$ cat src/rtl/ad9833_spi_rx.sv
// ---------------------------------------------------------------------------
// ad9833_spi_rx
// Receive-side model of the AD9833 3-wire serial port (SPI mode 2, 16-bit
// words, MSB first, data sampled on falling sclk while fsync is low).
// Oversamples the serial lines on the system clock, rebuilds each word and
// keeps a shadow copy of the AD9833 CONTROL/FREQ0/FREQ1/PHASE0/PHASE1 state.
//
// Ports:
//   clock       in   system clock
//   resetn      in   asynchronous reset, active low
//   fsync       in   frame sync, active low (async to clock)
//   sclk        in   serial clock (async to clock)
//   sdata       in   serial data (async to clock)
//   word        out  last complete received word
//   word_valid  out  one-cycle pulse when word updates
//   control     out  CONTROL bits D13..D0
//   freq0/1     out  28-bit frequency registers
//   phase0/1    out  12-bit phase registers
//   frame_error out  one-cycle pulse when fsync rises mid-word
//   busy        out  high while a word is partially shifted in
// ---------------------------------------------------------------------------
module ad9833_spi_rx #(
  parameter int SYNC_STAGES = 2
) (
  input  logic        clock,
  input  logic        resetn,
  input  logic        fsync,
  input  logic        sclk,
  input  logic        sdata,
  output logic [15:0] word,
  output logic        word_valid,
  output logic [13:0] control,
  output logic [27:0] freq0,
  output logic [27:0] freq1,
  output logic [11:0] phase0,
  output logic [11:0] phase1,
  output logic        frame_error,
  output logic        busy
);

  // Synchronizer chains; element [SYNC_STAGES-1] is the synced value.
  logic [SYNC_STAGES-1:0] r_fsync_sync;
  logic [SYNC_STAGES-1:0] r_sclk_sync;
  logic [SYNC_STAGES-1:0] r_sdata_sync;
  logic                   r_fsync_prev;
  logic                   r_sclk_prev;

  logic [15:0] r_shift;
  logic [3:0]  r_bit_cnt;
  logic        r_done;       // full word sits in r_shift, decode next edge
  logic        r_half_msb;   // shared B28 half-select: 0 = LSB, 1 = MSB

  logic [15:0] r_word;
  logic        r_word_valid;
  logic [13:0] r_control;
  logic [27:0] r_freq0;
  logic [27:0] r_freq1;
  logic [11:0] r_phase0;
  logic [11:0] r_phase1;
  logic        r_frame_error;

  logic        w_fsync_s;
  logic        w_sclk_s;
  logic        w_sdata_s;
  logic        w_sclk_fall;
  logic        w_fsync_rise;
  logic        w_shift_en;
  logic        w_busy;

  logic [13:0] w_control_nxt;
  logic [27:0] w_freq0_nxt;
  logic [27:0] w_freq1_nxt;
  logic [11:0] w_phase0_nxt;
  logic [11:0] w_phase1_nxt;
  logic        w_half_msb_nxt;
  logic        w_freq_hi;

  assign w_fsync_s    = r_fsync_sync[SYNC_STAGES-1];
  assign w_sclk_s     = r_sclk_sync[SYNC_STAGES-1];
  assign w_sdata_s    = r_sdata_sync[SYNC_STAGES-1];
  assign w_sclk_fall  = r_sclk_prev & ~w_sclk_s;
  assign w_fsync_rise = ~r_fsync_prev & w_fsync_s;
  assign w_shift_en   = w_sclk_fall & ~w_fsync_s;
  assign w_busy       = (r_bit_cnt != 4'd0);

  // Synchronize the serial lines with equal delay and keep previous values.
  always_ff @(posedge clock or negedge resetn) begin
    if (!resetn) begin
      r_fsync_sync <= {SYNC_STAGES{1'b1}};
      r_sclk_sync  <= {SYNC_STAGES{1'b1}};
      r_sdata_sync <= {SYNC_STAGES{1'b0}};
      r_fsync_prev <= 1'b1;
      r_sclk_prev  <= 1'b1;
    end else begin
      r_fsync_sync <= {r_fsync_sync[SYNC_STAGES-2:0], fsync};
      r_sclk_sync  <= {r_sclk_sync[SYNC_STAGES-2:0], sclk};
      r_sdata_sync <= {r_sdata_sync[SYNC_STAGES-2:0], sdata};
      r_fsync_prev <= w_fsync_s;
      r_sclk_prev  <= w_sclk_s;
    end
  end

  // Shift register, bit counter and abort detection.
  always_ff @(posedge clock or negedge resetn) begin
    if (!resetn) begin
      r_shift       <= 16'h0000;
      r_bit_cnt     <= 4'd0;
      r_done        <= 1'b0;
      r_frame_error <= 1'b0;
    end else begin
      // A rising fsync implies synced fsync is high, so it never coincides
      // with a shift.
      if (w_fsync_rise && w_busy) begin
        r_shift       <= 16'h0000;
        r_bit_cnt     <= 4'd0;
        r_done        <= 1'b0;
        r_frame_error <= 1'b1;
      end else if (w_shift_en) begin
        r_shift       <= {r_shift[14:0], w_sdata_s};
        r_bit_cnt     <= r_bit_cnt + 4'd1;  // wraps to 0 after bit 16
        r_done        <= (r_bit_cnt == 4'd15);
        r_frame_error <= 1'b0;
      end else begin
        r_done        <= 1'b0;
        r_frame_error <= 1'b0;
      end
    end
  end

  // Decode of a completed word into the register shadow.
  always_comb begin
    w_control_nxt  = r_control;
    w_freq0_nxt    = r_freq0;
    w_freq1_nxt    = r_freq1;
    w_phase0_nxt   = r_phase0;
    w_phase1_nxt   = r_phase1;
    w_half_msb_nxt = r_half_msb;
    // With B28 set the shared half-select picks the half; otherwise HLB does.
    w_freq_hi      = r_control[13] ? r_half_msb : r_control[12];
    if (r_done) begin
      case (r_shift[15:14])
        2'b00: begin
          w_control_nxt  = r_shift[13:0];
          w_half_msb_nxt = 1'b0;
        end
        2'b01: begin
          if (w_freq_hi) begin
            w_freq0_nxt = {r_shift[13:0], r_freq0[13:0]};
          end else begin
            w_freq0_nxt = {r_freq0[27:14], r_shift[13:0]};
          end
          if (r_control[13]) begin
            w_half_msb_nxt = ~r_half_msb;
          end else begin
            w_half_msb_nxt = r_half_msb;
          end
        end
        2'b10: begin
          if (w_freq_hi) begin
            w_freq1_nxt = {r_shift[13:0], r_freq1[13:0]};
          end else begin
            w_freq1_nxt = {r_freq1[27:14], r_shift[13:0]};
          end
          if (r_control[13]) begin
            w_half_msb_nxt = ~r_half_msb;
          end else begin
            w_half_msb_nxt = r_half_msb;
          end
        end
        2'b11: begin
          if (r_shift[13]) begin
            w_phase1_nxt = r_shift[11:0];
          end else begin
            w_phase0_nxt = r_shift[11:0];
          end
        end
        default: begin
          w_control_nxt = r_control;
        end
      endcase
    end else begin
      w_half_msb_nxt = r_half_msb;
    end
  end

  // Register the word, its valid pulse and the decoded shadow registers.
  always_ff @(posedge clock or negedge resetn) begin
    if (!resetn) begin
      r_word       <= 16'h0000;
      r_word_valid <= 1'b0;
      r_control    <= 14'h0000;
      r_freq0      <= 28'h0000000;
      r_freq1      <= 28'h0000000;
      r_phase0     <= 12'h000;
      r_phase1     <= 12'h000;
      r_half_msb   <= 1'b0;
    end else begin
      if (r_done) begin
        r_word <= r_shift;
      end else begin
        r_word <= r_word;
      end
      r_word_valid <= r_done;
      r_control    <= w_control_nxt;
      r_freq0      <= w_freq0_nxt;
      r_freq1      <= w_freq1_nxt;
      r_phase0     <= w_phase0_nxt;
      r_phase1     <= w_phase1_nxt;
      r_half_msb   <= w_half_msb_nxt;
    end
  end

  assign word        = r_word;
  assign word_valid  = r_word_valid;
  assign control     = r_control;
  assign freq0       = r_freq0;
  assign freq1       = r_freq1;
  assign phase0      = r_phase0;
  assign phase1      = r_phase1;
  assign frame_error = r_frame_error;
  assign busy        = w_busy;

endmodule

$ cat config.mk
export PLATFORM = sky130hd
export DESIGN_NAME = ad9833_spi_rx
export DESIGN_NICKNAME = d
export VERILOG_FILES = /design/src/rtl/ad9833_spi_rx.sv
export SDC_FILE = /design/constraint.sdc
export NUM_CORES = 1
export LEC_CHECK = 0
export CAP_MARGIN = 15
export CORE_MARGIN = 5
export CORE_UTILIZATION = 50
export DETAILED_ROUTE_END_ITERATION = 10
export GPL_TIMING_DRIVEN = 0
export PLACE_DENSITY = 0.76
export SYNTH_ARGS = -nofsm -noshare
export SYNTH_HDL_FRONTEND = slang
export SYNTH_SLANG_ARGS = --single-unit
$ cat constraint.sdc
create_clock -name clock -period 2.1 [get_ports clock]
set_input_delay 0.315 -clock clock [delete_from_list [all_inputs] [get_ports clock]]
set_output_delay 0.315 -clock clock [all_outputs]
set_load 0.01 [all_outputs]
# ---- After elaboration in Yosys (flattened, before gate mapping)
# Index checks and enable logic that the tools add are counted.
dict set report totals {
  output_inout_bits 113
  register_bits 142
  elab_cells 58
}
dict set report classes {
  n_reduce_logical 14
  eq_ne 5
  n_mux 10
  addsub 1
  bitwise 9
}
# operator count
set op_table {}
lappend op_table {{$mux 16} 2}
lappend op_table {{$reduce_and 3->1} 7}
lappend op_table {{$mux 4} 2}
lappend op_table {{$not 1->1} 6}
lappend op_table {{$mux 1} 5}
lappend op_table {{$add 4x1->4 const B} 1}
lappend op_table {{$eq 2x2->1 const B} 2}
lappend op_table {{$eq 4x4->1 const B} 1}
lappend op_table {{$reduce_bool 2->1} 2}
lappend op_table {{$reduce_bool 4->1} 1}
lappend op_table {{$and 1x1->1} 3}
lappend op_table {{$eq 2x1->1 const B} 1}
lappend op_table {{$logic_not 2->1} 1}
lappend op_table {{$ne 2x1->1 const B} 1}
lappend op_table {{$pmux 1 s2} 1}
lappend op_table {{$reduce_and 2->1} 1}
lappend op_table {{$reduce_or 2->1} 1}
lappend op_table {{$logic_and 1x1->1} 1}

# ---- Depth between registers and ports, before layout
dict set report logic_depth {
  ltp_word 5
  depth_mapped 6
  ltp_nobuf 5
}

# ---- Least setup slack after synthesis
# No wires, ideal clock.
dict set report synth_path {
  path_kind {reg2reg}
  from {register r_control[13], in the netlist control[13]}
  to {register r_freq0[10], in the netlist freq0[10]}
  t_required_ps 1975
  synth_period_minus_slack_ps 1574
  slack_ps 526
  path_stages_with_launch 5
  arrival_time_ps 1449
  path_cell_list {dfrtp_1 -> mux2_4 -> nor2_4 -> buf_6 -> mux2_2}
}
dict set report synth_via {
  elab_chain_len 3
}
# item line
set synth_lines {}
lappend synth_lines {{start: declaration} 55} ;# logic [13:0] r_control;
lappend synth_lines {{start signal: assignment} 204} ;# r_control <= w_control_nxt;
lappend synth_lines {{$mux 1} 139} ;# w_freq_hi = r_control[13] ? r_half_msb : r_control[12];
lappend synth_lines {{$not 1->1 (no source line)} n/a}
lappend synth_lines {{$reduce_and 3->1 (no source line)} n/a}
lappend synth_lines {{end signal: assignment} 205} ;# r_freq0 <= w_freq0_nxt;
lappend synth_lines {{end: declaration} 56} ;# logic [27:0] r_freq0;
# No other way between the ends.
# A chain may end at the register's enable or synchronous reset.

# ---- Final worst setup path
dict set report layout_path {
  from {register r_control[13], in the netlist control[13]}
  to {output control[13]}
}
# item line
set layout_rtl {}
lappend layout_rtl {{end: declaration} 32} ;# output logic [13:0] control,
# No word-level cell between the ends.

==> key figures <==
Outcome
  • Status: complete, no violations

GRT
  • Largest net degree at the start of global routing: 80
  • Total track usage: 0.197
  • First-pass GRT wire length: 19,600 um
  • Global route total overflow: 0
  • Vias in the first global route: 3,617
  • Initial antenna violation count: 0

Final layout
  • ANT cells: 0
  • Final core occ: 0.694
  • Fraction of layout cells with a size suffix above 1: 0.352
  • Synth-to-layout area growth: 36.7%
  • Fillers: 761
  • Most common cell after layout, fill and taps aside: dfrtp_1
  • Layout net count: 504
  • Most frequent cells in the layout: dfrtp_1, clkdlybuf4s50_1, mux2_2

Yosys
  • #FFs+latches synth: 142
  • Post-synth cell types: 27
  • Sequential share of the synthesized area: 0.649
  • Syn_area_per_cell: 15.5 um^2
  • Synthesized Nets: 364
  • Mapped Cells: 353
  • Synthesis Warnings: 0
  • Post-Syn Area: 5480 um^2

Timing
  • Final Max Slew Viols: 0
  • Max transition margin: 0.601
  • Worst-Margin Slew: 599 ps
  • Endpoints failing setup: 0
  • Final hold slack: 206 ps
  • RSZ-0062 raised after global routing: false
  • Layout Skew: 4.23 ps
  • Final Critical Period: 1890 ps
  • Max Freq: 0.530 GHz
  • Final period utilization: 0.899
  • Hold Vio Cnt, Final: 0

Clock network
  • Clock transition at path regs: 60 ps
  • CTS tree: done
  • CTS Sinks: 142
  • Clock Tree Buf Depth: 2
  • Skew-Pair Late Insertion Delay: 510 ps
  • Clock H-tree levels: 4
  • Cts bufs inserted: 17
  • Root buffer cell: clkbuf_8

Drt
  • DR vias/cell: 5.07
  • Routed Wire Length: 12,100 um
  • Drt drc: 0
  • Via count: 3,277
  • Drt first pass iters: 4
  • ANT nets after route: 0
  • Wire per inst: 18.7 um
  • Initial drt markers: 142

Worst setup path
  • Worst setup EP type: output pin
  • CP Cell Sequence: clkdlybuf4s50_1
  • Req. time, crit path: 1780 ps
  • CP Data Arrival Time: 1570 ps
  • Delay-heaviest family, CP: buffers and inverters
  • Worst path slowest cell: clkdlybuf4s50_1
  • WS Path Type: register to output pin
  • Worst-path fanout max: 6
  • Worst path bufs/invs: 1
  • Crit-path max cell delay: 590 ps
  • CP Launch Type: register

Die
  • Rows: 38
  • Die height: 115 um
  • Die area: 13,200 um^2
  • Core region area: 10,800 um^2
  • Die Width: 115 um
  • I/O pins: 118
  • Initial Util: 0.508

Placed design
  • HPWL after DPL: 8030 um
  • Port bufs: 117
  • Gpl congestion: 0.757

Power
  • Peak VDD IR: 493 uV
  • Pwr/cell area: 834 nW/um^2
  • Cell leakage power: 3.60 nW

Worst hold path
  • Hold Crit Class: primary input to register

Run
  • Max Cap Viol: 0
==> cell usage after synthesis, drive strengths merged <==
| cell type | number | area (um^2) |
|---|---|---|
| inv | 4 | 15.0 |
| a22o | 1 | 8.76 |
| nand3 | 2 | 10.0 |
| mux2 | 111 | 1250 |
| xnor2 | 2 | 17.5 |
| ha | 6 | 75.1 |
| nand2b | 1 | 6.26 |
| dfstp | 6 | 158 |
| o21ai | 1 | 5.00 |
| nor3b | 1 | 7.51 |
| clkbuf | 14 | 66.3 |
| nand4 | 1 | 6.26 |
| mux2i | 20 | 200 |
| nand2 | 7 | 26.3 |
| a21oi | 1 | 5.00 |
| nor4bb | 1 | 10.0 |
| nand3b | 1 | 7.51 |
| nor2 | 25 | 114 |
| buf | 12 | 87.6 |
| dfrtp | 136 | 3400 |
==> logic make-up after synthesis <==
logic type | synth area share
XOR/XNOR | 0.00320
buffers and inverters | 0.0308
adder cells (fa/ha/maj) | 0.0137
AND/OR/NAND/NOR | 0.0342
multiplexers | 0.265
flip-flops | 0.649
AO/OA/AOI/OAI | 0.00342
==> sequential cells by signal (all words and copies together) (netlist names) <==
signal and count:
r_fsync_sync 2, r_shift 16, freq0 28, r_sclk_sync 2, word_valid 1, phase1 12
word 16, r_done 1, r_fsync_prev 1, r_sclk_prev 1, freq1 28, r_half_msb 1
frame_error 1, r_bit_cnt 4, r_sdata_sync 2, control 14, phase0 12
==> what timing repair did <==
| action | CTS | global route |
|---|---|---|
| gates resized for setup | 0 | 1 |
| setup buffers | 2 | 0 |
| endpoints found under the hold margin | 59 | 0 |
| setup endpoints to repair | 1 | 1 |
| hold buffers | 1 | 0 |
==> routing by layer <==
| layer | part of all wire | GRT usage | wire [um] | vias to the layer above |
|---|---|---|---|---|
| met3 | 0.052 | 0.0518 | 626 | 21 |
| li1 | - | - | - | 1490 |
| met1 | 0.42 | 0.253 | 5130 | 1690 |
| met5 | 0 | 0 | 0 | - |
| met2 | 0.50 | 0.321 | 6080 | 76 |
| met4 | 0.020 | 0.0790 | 240 | 0 |
==> metrics by stage <==
stage               setup slack (ps)  power, mW  area [um^2]  instances  TNS (ps)
finish                           211       6.25         7490        646         0
global route                     158       6.48         7490        646         0
global placement               -4670       3.23         6830        610   -651930
detailed placement               286       3.25         6860        611         0
floorplan                        526       3.06         5480        353         0
CTS                             30.1       6.32         7490        646         0
==> power by group <==
part           total, mW  switching (mW)  internal, mW
sequential          2.83          0.0282          2.80
combinational      0.398           0.256         0.143
clock               3.02            1.10          1.92
total               6.25            1.38          4.87
==> path summary, 6_finish.rpt <==
| path | from | to | slack [ps] | cells past startpoint |
|---|---|---|---|---|
| worst max-delay path | control[13]$_DFFE_PN0P_ | control[13] | 210 | 1 |
| worst min-delay path | fsync | r_fsync_sync[0]$_DFF_PN1_ | 210 | 1 |
| worst max register to register | r_shift[14]$_DFFE_PN0P_ | freq1[18]$_DFFE_PN0P_ | 300 | 6 |
| worst min register to register | r_fsync_sync[0]$_DFF_PN1_ | r_fsync_sync[1]$_DFF_PN1_ | 350 | 0 |
| max in group asynchronous | resetn | phase0[0]$_DFFE_PN0P_ | 960 | 3 |
| min in group asynchronous | resetn | word[3]$_DFFE_PN0P_ | 360 | 2 |
==> final cells by class <==
class / count / area (um^2) / area share
plain buffers: 26 / 154 / 0.0205
clock buffers: 21 / 469 / 0.0626
flip-flops and latches: 142 / 3560 / 0.475
clock inverters: 11 / 138 / 0.0184
repair buffers: 121 / 1230 / 0.164
multi-input cells: 181 / 1750 / 0.234
inverters: 4 / 15.0 / 0.00200
well taps: 140 / 175 / 0.0234
No activity file was read; power rests on OpenSTA's default activity.
